**config.mk**
```make
export PLATFORM = sky130hd
export DESIGN_NAME = reset_seq
export DESIGN_NICKNAME = d
export VERILOG_FILES = /design/src/rtl/reset_seq.sv
export SDC_FILE = /design/constraint.sdc
export NUM_CORES = 1
export LEC_CHECK = 0
export CAP_MARGIN = 20
export CORE_MARGIN = 5
export CORE_UTILIZATION = 58
export DETAILED_ROUTE_END_ITERATION = 8
export PLACE_DENSITY = 0.78
export SLEW_MARGIN = 10
export SYNTH_ARGS = -nofsm -noshare
export SYNTH_HDL_FRONTEND = slang
export SYNTH_SLANG_ARGS = --single-unit
```
**constraint.sdc**
```tcl
create_clock -name clk -period 2.38 [get_ports clk]
set_input_delay 0.476 -clock clk [delete_from_list [all_inputs] [get_ports clk]]
set_output_delay 0.476 -clock clk [all_outputs]
set_load 0.01 [all_outputs]
```
**src/rtl/reset_seq.sv**
```systemverilog
// Staggered reset sequencer: PLL-lock hold-off, per-domain release order, re-entry on lock loss/sw request.
// Latency: first release HOLD_CYCLES+2 edges after reset drops; channels STAGE_GAP apart; sw re-entry 1 edge.
module reset_seq #(
   parameter int CHANNELS    = 3,
   parameter int HOLD_CYCLES = 255,
   parameter int STAGE_GAP   = 16,
   parameter int SYNC_STAGES = 2
) (
   input  logic                clk,
   input  logic                reset,
   input  logic                pll_lock,
   input  logic                sw_rst_req,
   output logic [CHANNELS-1:0] rst_out,
   output logic                ready,
   output logic [1:0]          cause
);

   localparam int HW = $clog2(HOLD_CYCLES + 1);
   localparam int GW = $clog2(STAGE_GAP + 1);
   localparam int IW = (CHANNELS > 1) ? $clog2(CHANNELS) : 1;

   localparam logic [HW-1:0]       HOLD_TERM = HW'(HOLD_CYCLES - 1);
   localparam logic [GW-1:0]       GAP_TERM  = GW'(STAGE_GAP - 1);
   localparam logic [IW-1:0]       LAST_IDX  = IW'(CHANNELS - 1);
   localparam logic [CHANNELS-1:0] ONE       = CHANNELS'(1);

   localparam logic [1:0] CAUSE_EXT  = 2'b00;
   localparam logic [1:0] CAUSE_LOCK = 2'b01;
   localparam logic [1:0] CAUSE_SW   = 2'b10;

   typedef enum logic [1:0] {
      HOLD    = 2'd0,
      STAGGER = 2'd1,
      RUN     = 2'd2
   } state_t;

   state_t                  state;
   logic [HW-1:0]           hold_cnt;
   logic [GW-1:0]           gap_cnt;
   logic [IW-1:0]           idx;
   logic [1:0]              rst_pipe;
   logic                    rst_sync;
   logic [SYNC_STAGES-1:0]  lock_pipe;
   logic                    lock_sync;

   // Release of the master reset is synchronised; assertion stays asynchronous.
   always_ff @(posedge clk or posedge reset) begin
      if (reset) rst_pipe <= 2'b11;
      else       rst_pipe <= {rst_pipe[0], 1'b0};
   end
   assign rst_sync = rst_pipe[1];

   always_ff @(posedge clk or posedge reset) begin
      if (reset) lock_pipe <= '0;
      else       lock_pipe <= {lock_pipe[SYNC_STAGES-2:0], pll_lock};
   end
   assign lock_sync = lock_pipe[SYNC_STAGES-1];

   always_ff @(posedge clk or posedge reset) begin
      if (reset) begin
         state    <= HOLD;
         hold_cnt <= '0;
         gap_cnt  <= '0;
         idx      <= '0;
         rst_out  <= '1;
         ready    <= 1'b0;
         cause    <= CAUSE_EXT;
      end else if (rst_sync) begin
         state    <= HOLD;
         hold_cnt <= '0;
         gap_cnt  <= '0;
         idx      <= '0;
         rst_out  <= '1;
         ready    <= 1'b0;
         cause    <= CAUSE_EXT;
      end else begin
         case (state)
            HOLD: begin
               if (!lock_sync) begin
                  hold_cnt <= '0;
               end else if (hold_cnt == HOLD_TERM) begin
                  rst_out  <= rst_out & ~ONE;
                  hold_cnt <= '0;
                  gap_cnt  <= '0;
                  if (CHANNELS == 1) begin
                     ready <= 1'b1;
                     state <= RUN;
                  end else begin
                     idx   <= IW'(1);
                     state <= STAGGER;
                  end
               end else begin
                  hold_cnt <= hold_cnt + HW'(1);
               end
            end
            STAGGER, RUN: begin
               // Lock loss takes priority over a simultaneous software request.
               if (!lock_sync || sw_rst_req) begin
                  state    <= HOLD;
                  hold_cnt <= '0;
                  gap_cnt  <= '0;
                  idx      <= '0;
                  rst_out  <= '1;
                  ready    <= 1'b0;
                  cause    <= !lock_sync ? CAUSE_LOCK : CAUSE_SW;
               end else if (state == STAGGER) begin
                  if (gap_cnt == GAP_TERM) begin
                     rst_out <= rst_out & ~(ONE << idx);
                     gap_cnt <= '0;
                     if (idx == LAST_IDX) begin
                        ready <= 1'b1;
                        state <= RUN;
                     end else begin
                        idx <= idx + IW'(1);
                     end
                  end else begin
                     gap_cnt <= gap_cnt + GW'(1);
                  end
               end
            end
            default: state <= HOLD;
         endcase
      end
   end

endmodule

```
==> summary.txt, run 1 <==
Route
  • Mean routed wirelength per cell: 15.8 um
  • Post-route ant nets: 0
  • DRC viols: 0
  • DRT iter0 DRCs: around 80
  • Drt total wl: 3070 um
  • Routed vias/inst: 6.27
  • Via count: between 1000 and 1500
  • Detailed Routing Iterations Pass 1: 4

Pwr
  • Seq pwr share: 62.7%
  • Clock Power Share: between 20% and 30%
  • Logic pwr share: roughly 11%
  • Sw Share: 27.4%
  • Int Power: 0.592 mW
  • P per Cell Area: 470 mW/mm^2
  • Leak Pwr: 0.733 nW
  • Peak VDD IR: 0.000409 V
  • Sw power: around 0.22 mW

Yosys
  • Most used DFF post-synth: dfrtp_1
  • Cell taking the most area after synthesis: dfrtp_1
  • Synth warn: 0
  • Async SR Flop Fraction: 100%
  • Post-synth EDFFs: 0
  • Unique masters post-synth: just over 50
  • Cell area after synthesis: 0.00160 sq mm
  • Top cells by area, synth: dfrtp_1 34%, dfstp_2 8.2%, ha_1 7.8%, o21ai_0 3.8%, a31oi_1 3.1%
  • Syn avg cell area: 10.4 sq um
  • Yosys reg bits: 27
  • Yosys top cell area share: 34.4%
  • Sequential area share after synthesis: 42.6%
  • Syn nets: 168
  • Synth Instances: 154

Cells and area
  • Finished Layout Cells: 194
  • Nets: roughly 180
  • Antenna cells: 0
  • Share of layout cells above drive strength 1: 17.2%
  • Synth-to-layout area growth: 8.21%

Worst setup path
  • Crit path capture type: flop
  • WP buf/inv: 1
  • Critical-path top delay cell: a211oi_2
  • Crit-path max FO: 9
  • Worst setup SP type: flop
  • CP top delay family: compound AO/OA/AOI/OAI gates
  • Req. time, crit path: 2620 ps
  • CP cell instances: inv_1 > ha_1 > nor2b_1 > a211oi_2 > nor3_2 > a32o_1
  • Max stage delay on crit path: 430 ps
  • Worst Path Arrival: 2260 ps
  • Crit path kind: flop to flop

Flow run
  • Max cap viols: 0

Floorplan
  • Num rows: 19
  • Chip width: 62.5 um
  • Core area: 0.00271 sq mm
  • I/O pins: 10
  • Die height: 62.5 um
  • Initial core utilization: between 50% and 60%
  • Die area: 0.00391 sq mm

Place
  • Gpl congestion: 0.846
  • Pre-CTS setup slack: 332 ps
  • I/O Buffers: 9
  • Placed Cells incl. Taps: 190
  • Post-DP HPWL: 2270 um

STA
  • Slew Limit Fails: 0
  • Setup violations, final: 0
  • Fin crit share: 84.9%
  • Final min period: 2020 ps
  • Max Fclk: about 490 MHz
  • Slew HR: 65.8%
  • Layout Skew: 7.35 ps
  • Worst-margin pin slew: between 500 and 600 ps
  • RSZ-0062 raised after global routing: no
  • Final Hold Viols: 0
  • Final WS setup: 359 ps
  • Setup TNS: 0 ps

GRT
  • First-pass GRT wire length: 5420 um
  • Largest net degree at the start of global routing: 28
  • Initial antenna violation count: 0
  • Grt ovf: 0
  • Vias in the first global route: 1208
  • Overall Global Routing Usage: 16.5%

Outcome
  • Run status: completed

CTS
  • Skew-Pair Late Insertion Delay: 330 ps
  • Reg clk slew, reported paths: 160 ps
  • Root Driver: clkbuf_4
  • Cts repair resizes: 0
  • CTS tree: done
  • Hold Buf Count CTS: 0
  • Post-CTS Setup Bufs: 0
  • CTS Sinks: 27
  • Max clock buf depth: 2
  • Num CTS Buffers: 3
  • H-tree levels: 1

Min path
  • Hold WC Path Type: flop to flop
[worst reg2reg max path: stages (launching register included)]
cell	delay [ps]
dfrtp_1	410
inv_1	150
ha_1	370
nor2b_1	230
a211oi_2	430
nor3_2	60
a32o_1	270
[area by class of cell]
cell class / count / area, sq um
Clock buffer: 3 / 22.5
Clock inverter: 1 / 8.76
Fill cell: 217 / 978
Inverter: 7 / 26.3
Multi-Input combinational cell: 115 / 856
Sequential cell: 27 / 682
Tap cell: 31 / 38.8
Timing Repair Buffer: 10 / 97.6
[registers in the layout, summed over array words and instances (netlist names)]
signal and count:
lock_pipe 2, hold_cnt 8, state 2, cause 2, idx 2, gap_cnt 5, rst_pipe 2, rst_out 3
ready 1
[logic make-up after synthesis]
kind of cell	synth area share, %
buffers and inverters	3.91
multiplexers	1.33
flip-flops	42.6
AO/OA/AOI/OAI	22.4
other	0.234
adder cells (fa/ha/maj)	7.82
AND/OR/NAND/NOR	21.7
[placed cells by master (no fill, tap or decap), drive strengths merged, types with 2 or more instances in the layout]
cell type	synthesis	routed
o21ai	14	14
ha	10	10
inv	7	8
nor2	12	12
nand2	7	7
nand3	6	6
o311ai	2	2
nand2b	2	2
o31ai	4	4
and3	3	3
clkbuf	1	3
and4	2	2
nand4bb	2	2
a21oi	10	10
nor2b	3	3
nand4	2	2
dfstp	5	5
a31oi	8	8
dfrtp	22	22
nor3	3	3
a211oi	2	2
clkdlybuf4s50	0	9
a21o	3	3
[synth_stat cells (all sizes together), types with 3 or more instances]
cell and count:
nor2b 3, buf 4, nand3 6, inv 7, dfstp 5, nor2 12, a31oi 8, nand2 7
dfrtp 22, a21o 3, o21ai 14, and3 3, a21oi 10, nor3 3, o31ai 4, ha 10
[power groups by stage]
| stage | clock network, mW | registers, mW | logic, mW |
|---|---|---|---|
| finish | 0.215 | 0.511 | 0.0891 |
| global route | 0.246 | 0.514 | 0.0986 |
| CTS | 0.223 | 0.510 | 0.0895 |
| detailed placement | 0 | 0.518 | 0.0889 |
| global placement | 0 | 0.516 | 0.0854 |
| floorplan | 0 | 0.508 | 0.0670 |
[worst paths after layout]
| path | slack (ps) | depth (start not counted) | endpoint | start |
|---|---|---|---|---|
| worst max-delay path | 360 | 6 | idx[1]$_DFFE_PP0P_ | state[0]$_DFFE_PP0P_ |
| worst min-delay path | 380 | 0 | rst_pipe[1]$_DFF_PP1_ | rst_pipe[0]$_DFF_PP1_ |
| worst max register to register | 360 | 6 | idx[1]$_DFFE_PP0P_ | state[0]$_DFFE_PP0P_ |
| worst min register to register | 380 | 0 | rst_pipe[1]$_DFF_PP1_ | rst_pipe[0]$_DFF_PP1_ |
| max in group asynchronous | 1610 | 3 | rst_out[2]$_DFFE_PP1P_ | reset |
| min in group asynchronous | 460 | 3 | gap_cnt[4]$_DFFE_PP0P_ | reset |
[stage by stage]
step / hold slack (ps) / total power, mW / instance area [sq um] / util [%]
6_report: 377 / 0.814 / 1730 / 63.9
5_1_grt: 384 / 0.858 / 1730 / 63.9
4_1_cts: 380 / 0.823 / 1730 / 63.9
3_5_place_dp: 347 / 0.607 / 1700 / 62.7
3_3_place_gp: 342 / 0.602 / 1700 / 62.7
2_1_floorplan: 331 / 0.575 / 1600 / -
[layer usage]
layer	vias to the layer above	wire, um	GRT usage (%)
li1	591	-	-
met1	589	1410	22.3
met2	31	1510	27.1
met3	5	125	2.52
met4	0	35	5.31
met5	-	0	0
Note: power is estimated with default switching activity, not from simulation.
==> run 2, diff against run 1 <==
--- a/config.mk
+++ b/config.mk
@@ -7,9 +7,9 @@
 export LEC_CHECK = 0
 export CAP_MARGIN = 20
 export CORE_MARGIN = 5
-export CORE_UTILIZATION = 58
+export CORE_UTILIZATION = 52
 export DETAILED_ROUTE_END_ITERATION = 8
-export PLACE_DENSITY = 0.78
+export PLACE_DENSITY = 0.74
 export SLEW_MARGIN = 10
 export SYNTH_ARGS = -nofsm -noshare
 export SYNTH_HDL_FRONTEND = slang
==> constraint.sdc (replaced) <==
create_clock -name clk -period 1.84 [get_ports clk]
set_input_delay 0.368 -clock clk [delete_from_list [all_inputs] [get_ports clk]]
set_output_delay 0.368 -clock clk [all_outputs]
set_load 0.01 [all_outputs]
==> run 2 against run 1 <==
  * Global-route usage is 0.65 points higher
  * Sequential share of layout area is 3.0 points lower
  * Design area grew 8.2%
  * Flip-flop and latch count unchanged
  * Routed wire length rose by 5.2%
  * First-iteration DRC count is 11% higher
  * Combinational power up 52%
  * Power grew 32%
  * Critical path depth fell by 5
  * Critical path type is now flop to output pin
==> summary.txt, run 2 (synthesis gave the netlist of run 1 again) <==
Worst setup path
  • Critical-path top delay cell: dfstp_2
  • Req. time, crit path: 1470 ps (-1150 ps)
  • Worst setup SP type: flop
  • Worst Path Arrival: 1420 ps (-840 ps)
  • Crit path kind: flop to output pin
  • WP buf/inv: 1 (unchanged)
  • Max stage delay on crit path: 560 ps (+130 ps)
  • Crit-path max FO: 2 (-7)
  • CP cell instances: clkdlybuf4s50_1
  • Crit path capture type: output pin
  • CP top delay family: flip-flops

Floorplan
  • Die area: 0.00429 sq mm (+9.7%)
  • Initial core utilization: 53.3% (-5.8 points)
  • Chip width: 65.5 um (+4.7%)
  • Num rows: 20 (+1)
  • Core area: 0.00300 sq mm (+11%)
  • Die height: 65.5 um (+4.7%)
  • I/O pins: 10 (unchanged)

Route
  • Post-route ant nets: 0 (unchanged)
  • DRC viols: 0 (unchanged)
  • Via count: 1256 (+3.3%)
  • Mean routed wirelength per cell: 15.4 um (-2.8%)
  • Drt total wl: 3230 um (+5.2%)
  • Detailed Routing Iterations Pass 1: 4 (unchanged)
  • Routed vias/inst: 5.98 (-4.6%)
  • DRT iter0 DRCs: 88 (+11%)

CTS
  • Reg clk slew, reported paths: 160 ps (about the same)
  • CTS Sinks: 27 (unchanged)
  • Skew-Pair Late Insertion Delay: 340 ps (about the same)
  • H-tree levels: 1 (unchanged)
  • Root Driver: clkbuf_4
  • Hold Buf Count CTS: 0 (unchanged)
  • CTS tree: done
  • Max clock buf depth: 2 (unchanged)
  • Num CTS Buffers: 3 (unchanged)

Cells and area
  • Post-Layout Inst Area: 0.00187 sq mm (+8.2%)
  • Final Util: 62.4% (-1.5 points)
  • Share of layout cells above drive strength 1: 26.0% (+8.8 points)
  • Synth-to-layout area growth: 17.1%
  • Largest Register: hold_cnt
  • Most frequent cells in the layout: 22 x dfrtp_1, 15 x buf_4, 12 x o21ai_0
  • Registers with the most flip-flops: hold_cnt: 8 flops, gap_cnt: 5 flops, rst_out: 3 flops
  • Nets: 192 (+7.9%)
  • Commonest non-fill, non-tap cell in the layout: dfrtp_1
  • Antenna cells: 0 (unchanged)
  • Max reg flops: 8 (unchanged)

Place
  • Cell Area, Placed: 0.00180 sq mm (+5.9%)
  • Gpl congestion: 0.801 (-5.4%)
  • I/O Buffers: 9 (unchanged)
  • Post-DP HPWL: 2470 um (+9.2%)

STA
  • Max Fclk: 560 MHz
  • Layout Skew: 5.48 ps (-1.87 ps)
  • Final Hold Viols: 0 (unchanged)
  • RSZ-0062 raised after global routing: yes
  • Final min period: 1790 ps
  • Setup violations, final: 0 (unchanged)
  • Slew Limit Fails: 0 (unchanged)
  • Setup TNS: 0 ps (unchanged)
  • Fin crit share: 97.1%

GRT
  • Vias in the first global route: 1267 (+4.9%)
  • First-pass GRT wire length: 5820 um (+7.4%)
  • Largest net degree at the start of global routing: 28 (unchanged)
  • Grt ovf: 0 (unchanged)
  • Initial antenna violation count: 0 (unchanged)
  • Overall Global Routing Usage: 17.2% (+0.65 points)

Pwr
  • P per Cell Area: 574 mW/mm^2 (+22%)
  • Peak VDD IR: 0.000448 V (+9.5%)
  • Leak Pwr: 0.805 nW (+9.8%)

Flow run
  • Max cap viols: 0 (unchanged)

Outcome
  • Run status: completed

Min path
  • Hold WC Path Type: input pin to asynchronous set/reset pin
## run 2: cell types whose count changed in the layout (fill, tap and decap cells not counted), sizes merged
cell and delta:
buf +14, dlymetal6s2s +2, clkdlybuf4s50 -2
## run 2: path summary, 6_finish.rpt
check / startpoint / endpoint / slack [ps] / cells after the start
worst max-delay path: rst_out[0]$_DFFE_PP1P_ / rst_out[0] / 50 / 1
worst min-delay path: reset / gap_cnt[2]$_DFFE_PP0P_ / 350 / 3
worst max register to register: state[1]$_DFFE_PP0P_ / gap_cnt[3]$_DFFE_PP0P_ / 80 / 7
worst min register to register: rst_pipe[0]$_DFF_PP1_ / rst_pipe[1]$_DFF_PP1_ / 370 / 0
max in group asynchronous: reset / rst_out[2]$_DFFE_PP1P_ / 1190 / 3
min in group clk: rst_pipe[0]$_DFF_PP1_ / rst_pipe[1]$_DFF_PP1_ / 370 / 0
## run 2: worst register-to-register path, cell delays in order (launching register included)
cell	delay, ps
dfrtp_1	410
inv_1	150
ha_2	270
and4_4	250
a211oi_2	90
buf_4	160
o31ai_1	220
o31ai_1	110
## run 2: layer usage
metal,routed length [um],global-route usage [%],share of wire [%],vias up
met2,1630,29.7,50,21
met5,0,0,0,-
met4,27,4.15,0.83,0
met3,95,3.59,2.9,4
met1,1480,21.8,46,612
li1,-,-,-,619
## run 2: area by class of cell
class | instances | area, sq um
Clock buffer | 3 | 22.5
Tap cell | 33 | 41.3
Fill cell | 251 | 1130
Inverter | 7 | 26.3
Sequential cell | 27 | 682
Clock inverter | 1 | 8.76
Multi-Input combinational cell | 115 | 886
Timing Repair Buffer | 24 | 208
## run 2: stage by stage
step                hold WS [ps]  setup WS, ps  power, mW  cells
finish                       353          53.4       1.08    210
global route                 376         -15.9       1.14    210
CTS                          370          2.02       1.07    209
detailed placement           346         -92.1      0.796    205
global placement             334         -58.3      0.788    205
floorplan                    331          50.9      0.744    154
## run 2: power breakdown
part | total (mW) | internal [mW] | switching (mW)
combinational | 0.135 | 0.0659 | 0.0694
clock | 0.283 | 0.0890 | 0.194
sequential | 0.657 | 0.624 | 0.0327
total | 1.08 | 0.779 | 0.296
## run 2: repair_timing
item | in CTS | in global routing
setup endpoints to repair | 0 | 15
endpoints found under the hold margin | 0 | 0
buffers inserted | 0 | 1
gates resized for setup | 0 | 8
==> run 3, diff against run 2 <==
--- a/config.mk
+++ b/config.mk
@@ -7,9 +7,10 @@
 export LEC_CHECK = 0
 export CAP_MARGIN = 20
 export CORE_MARGIN = 5
-export CORE_UTILIZATION = 52
+export CORE_UTILIZATION = 55
+export CTS_BUF_LIST = sky130_fd_sc_hd__clkbuf_8
 export DETAILED_ROUTE_END_ITERATION = 8
-export PLACE_DENSITY = 0.74
+export PLACE_DENSITY = 0.8
 export SLEW_MARGIN = 10
 export SYNTH_ARGS = -nofsm -noshare
 export SYNTH_HDL_FRONTEND = slang
==> run 3 against run 2 <==
  * Non-clock buffer count increased by 3
  * Final cell count increased by 0.48%
  * Routed wire length grew 2.2%
  * Critical path depth up 6
  * Largest power group unchanged
  * Largest cell class unchanged
  * Flip-flop and latch count is the same
  * Core utilization up 6.0 points
  * Clock skew up 2.2 ps
  * Register-to-register slack gained 20 ps
  * Design area up 1.6%
  * Clock-buffer cell count unchanged
  * Maximum frequency is 2.4% higher
==> summary.txt, run 3 (synthesis gave the netlist of run 1 again) <==
Outcome
  • Run status: completed

Worst setup path
  • Worst r2r src: state[1]$_DFFE_PP0P_
  • Crit path capture type: flop
  • Worst setup path endpoint: gap_cnt[3]$_DFFE_PP0P_
  • Crit-path max FO: 4 (+2)
  • WP buf/inv: 2 (+1)
  • Most common cell on crit path: o31ai_1
  • CP cell instances: inv_2 > ha_4 > nor2b_1 > a211oi_2 > buf_4 > o31ai_1 > o31ai_1
  • FF-to-FF setup slack: 100 ps (+20 ps)
  • Worst Path Arrival: 1890 ps (+470 ps)
  • Req. time, crit path: 1980 ps (+510 ps)
  • Crit path launch: state[1]$_DFFE_PP0P_
  • CP top delay family: compound AO/OA/AOI/OAI gates
  • Crit path kind: flop to flop
  • Max stage delay on crit path: 370 ps (-190 ps)
  • Reg2reg path depth: 7 (unchanged)
  • Critical-path top delay cell: dfrtp_1
  • Worst path depth: 7 (+6)
  • R2r endpoint: gap_cnt[3]$_DFFE_PP0P_
  • Worst setup SP type: flop

Cells and area
  • Register area: 682 sq um (unchanged)
  • Share of layout cells above drive strength 1: 27.2% (+1.2 points)
  • Area of the multi-input gates: 887 sq um (+0.14%)
  • Synth-to-layout area growth: 19.0%
  • Largest Register: hold_cnt
  • Commonest non-fill, non-tap cell in the layout: dfrtp_1
  • Post-Layout Inst Area: 0.00190 sq mm (+1.6%)
  • Nets: 195 (+1.6%)
  • Max reg flops: 8 (unchanged)
  • Antenna cells: 0 (unchanged)
  • Registers with the most flip-flops: hold_cnt: 8 flops, gap_cnt: 5 flops, rst_out: 3 flops
  • Most frequent cells in the layout: 22 x dfrtp_1, 18 x buf_4, 12 x o21ai_0
  • Fillers: 205 (-18%)

Floorplan
  • Die height: 63.9 um (-2.3%)
  • Core area: 0.00278 sq mm (-7.4%)
  • Die area: 0.00409 sq mm (-4.6%)
  • Num rows: 19 (-5.0%)
  • I/O pins: 10 (unchanged)
  • Initial core utilization: 57.5% (+4.2 points)
  • Chip width: 63.9 um (-2.3%)

Place
  • Cell Area, Placed: 0.00182 sq mm (+1.1%)
  • Gpl congestion: 0.818 (+2.2%)
  • Post-DP HPWL: 2510 um (+1.6%)
  • Pre-CTS setup slack: -55.9 ps (+36.2 ps)
  • I/O Buffers: 9 (unchanged)

CTS
  • CTS Sinks: 27 (unchanged)
  • Max clock buf depth: 2 (unchanged)
  • Num CTS Buffers: 3 (unchanged)
  • H-tree levels: 1 (unchanged)
  • Reg clk slew, reported paths: 90 ps (-70 ps)
  • Root Driver: clkbuf_8
  • Skew-Pair Late Insertion Delay: 270 ps (-70 ps)
  • CTS tree: done

STA
  • Slew Limit Fails: 0 (unchanged)
  • Setup violations, final: 0 (unchanged)
  • Final Hold Viols: 0 (unchanged)
  • Setup TNS: 0 ps (unchanged)
  • Max Fclk: 573 MHz (+2.4%)
  • Hold Slack: 355 ps (+1.52 ps)
  • Layout Skew: 7.69 ps (+2.21 ps)
  • Fin crit share: 94.8% (-2.3 points)
  • Final WS setup: 95.9 ps (+42.5 ps)
  • Final min period: 1740 ps (-42.5 ps)
  • RSZ-0062 raised after global routing: no

GRT
  • Initial antenna violation count: 0 (unchanged)
  • Largest net degree at the start of global routing: 28 (unchanged)
  • Vias in the first global route: 1274 (+0.55%)
  • First-pass GRT wire length: 5710 um (-1.9%)
  • Overall Global Routing Usage: 17.2% (+0.028 points)
  • Grt ovf: 0 (unchanged)

Route
  • Mean routed wirelength per cell: 15.7 um (+1.7%)
  • Drt total wl: 3310 um (+2.2%)
  • Post-route ant nets: 0 (unchanged)
  • Via count: 1300 (+3.5%)
  • Routed vias/inst: 6.16 (+3.0%)
  • DRC viols: 0 (unchanged)
  • DRT iter0 DRCs: 64 (-27%)
  • Detailed Routing Iterations Pass 1: 4 (unchanged)

Flow run
  • Max cap viols: 0 (unchanged)

Pwr
  • Peak VDD IR: 0.000430 V (-4.0%)
  • Leak Pwr: 0.829 nW (+3.0%)
  • P per Cell Area: 585 mW/mm^2 (+1.9%)

Min path
  • Hold WC Path Type: flop to flop
## run 3: layer usage
metal / up-vias / track usage, % / part of all wire [%]
li1: 630 / - / -
met1: 633 / 22.6 / 45
met2: 33 / 28.4 / 50
met3: 4 / 2.45 / 4.1
met4: 0 / 6.75 / 1.3
met5: - / 0 / 0
## run 3: what timing repair did
item,4_1_cts,5_1_grt
endpoints found under the setup margin,5,13
hold buffers,0,0
pin swaps,1,1
setup buffers,0,1
gates resized for setup,1,4
## run 3: worst min-delay path by stage
stage | startpoint | end | slack [ps] | depth (start not counted)
after detailed placement | lock_pipe[0]$_DFF_PP0_ | lock_pipe[1]$_DFF_PP0_ | 340 | 0
final | lock_pipe[0]$_DFF_PP0_ | lock_pipe[1]$_DFF_PP0_ | 350 | 0
after floorplan | lock_pipe[0]$_DFF_PP0_ | lock_pipe[1]$_DFF_PP0_ | 330 | 0
after global placement | lock_pipe[0]$_DFF_PP0_ | lock_pipe[1]$_DFF_PP0_ | 340 | 0
after global routing | rst_pipe[0]$_DFF_PP1_ | rst_pipe[1]$_DFF_PP1_ | 370 | 0
after CTS | rst_pipe[0]$_DFF_PP1_ | rst_pipe[1]$_DFF_PP1_ | 360 | 0
## run 3: power by group
group	switching (mW)	internal, mW
Combinational	0.0667	0.0645
Sequential	0.0349	0.624
Clock	0.174	0.149
Total	0.276	0.838
## run 3: final cells by class
cell class | instances | area share (%)
Clock inverter | 1 | 0.197
Clock buffer | 3 | 2.17
Timing Repair Buffer | 27 | 11.8
Inverter | 7 | 1.38
Multi-Input combinational cell | 115 | 46.6
Tap cell | 31 | 2.04
Sequential cell | 27 | 35.8
## run 3: stage by stage
stage | cells | total power, mW | util [%]
floorplan | 154 | 0.744 | -
global placement | 206 | 0.790 | 65.5
detailed placement | 206 | 0.797 | 65.5
CTS | 210 | 1.12 | 67.5
global route | 211 | 1.18 | 68.5
finish | 211 | 1.11 | 68.5
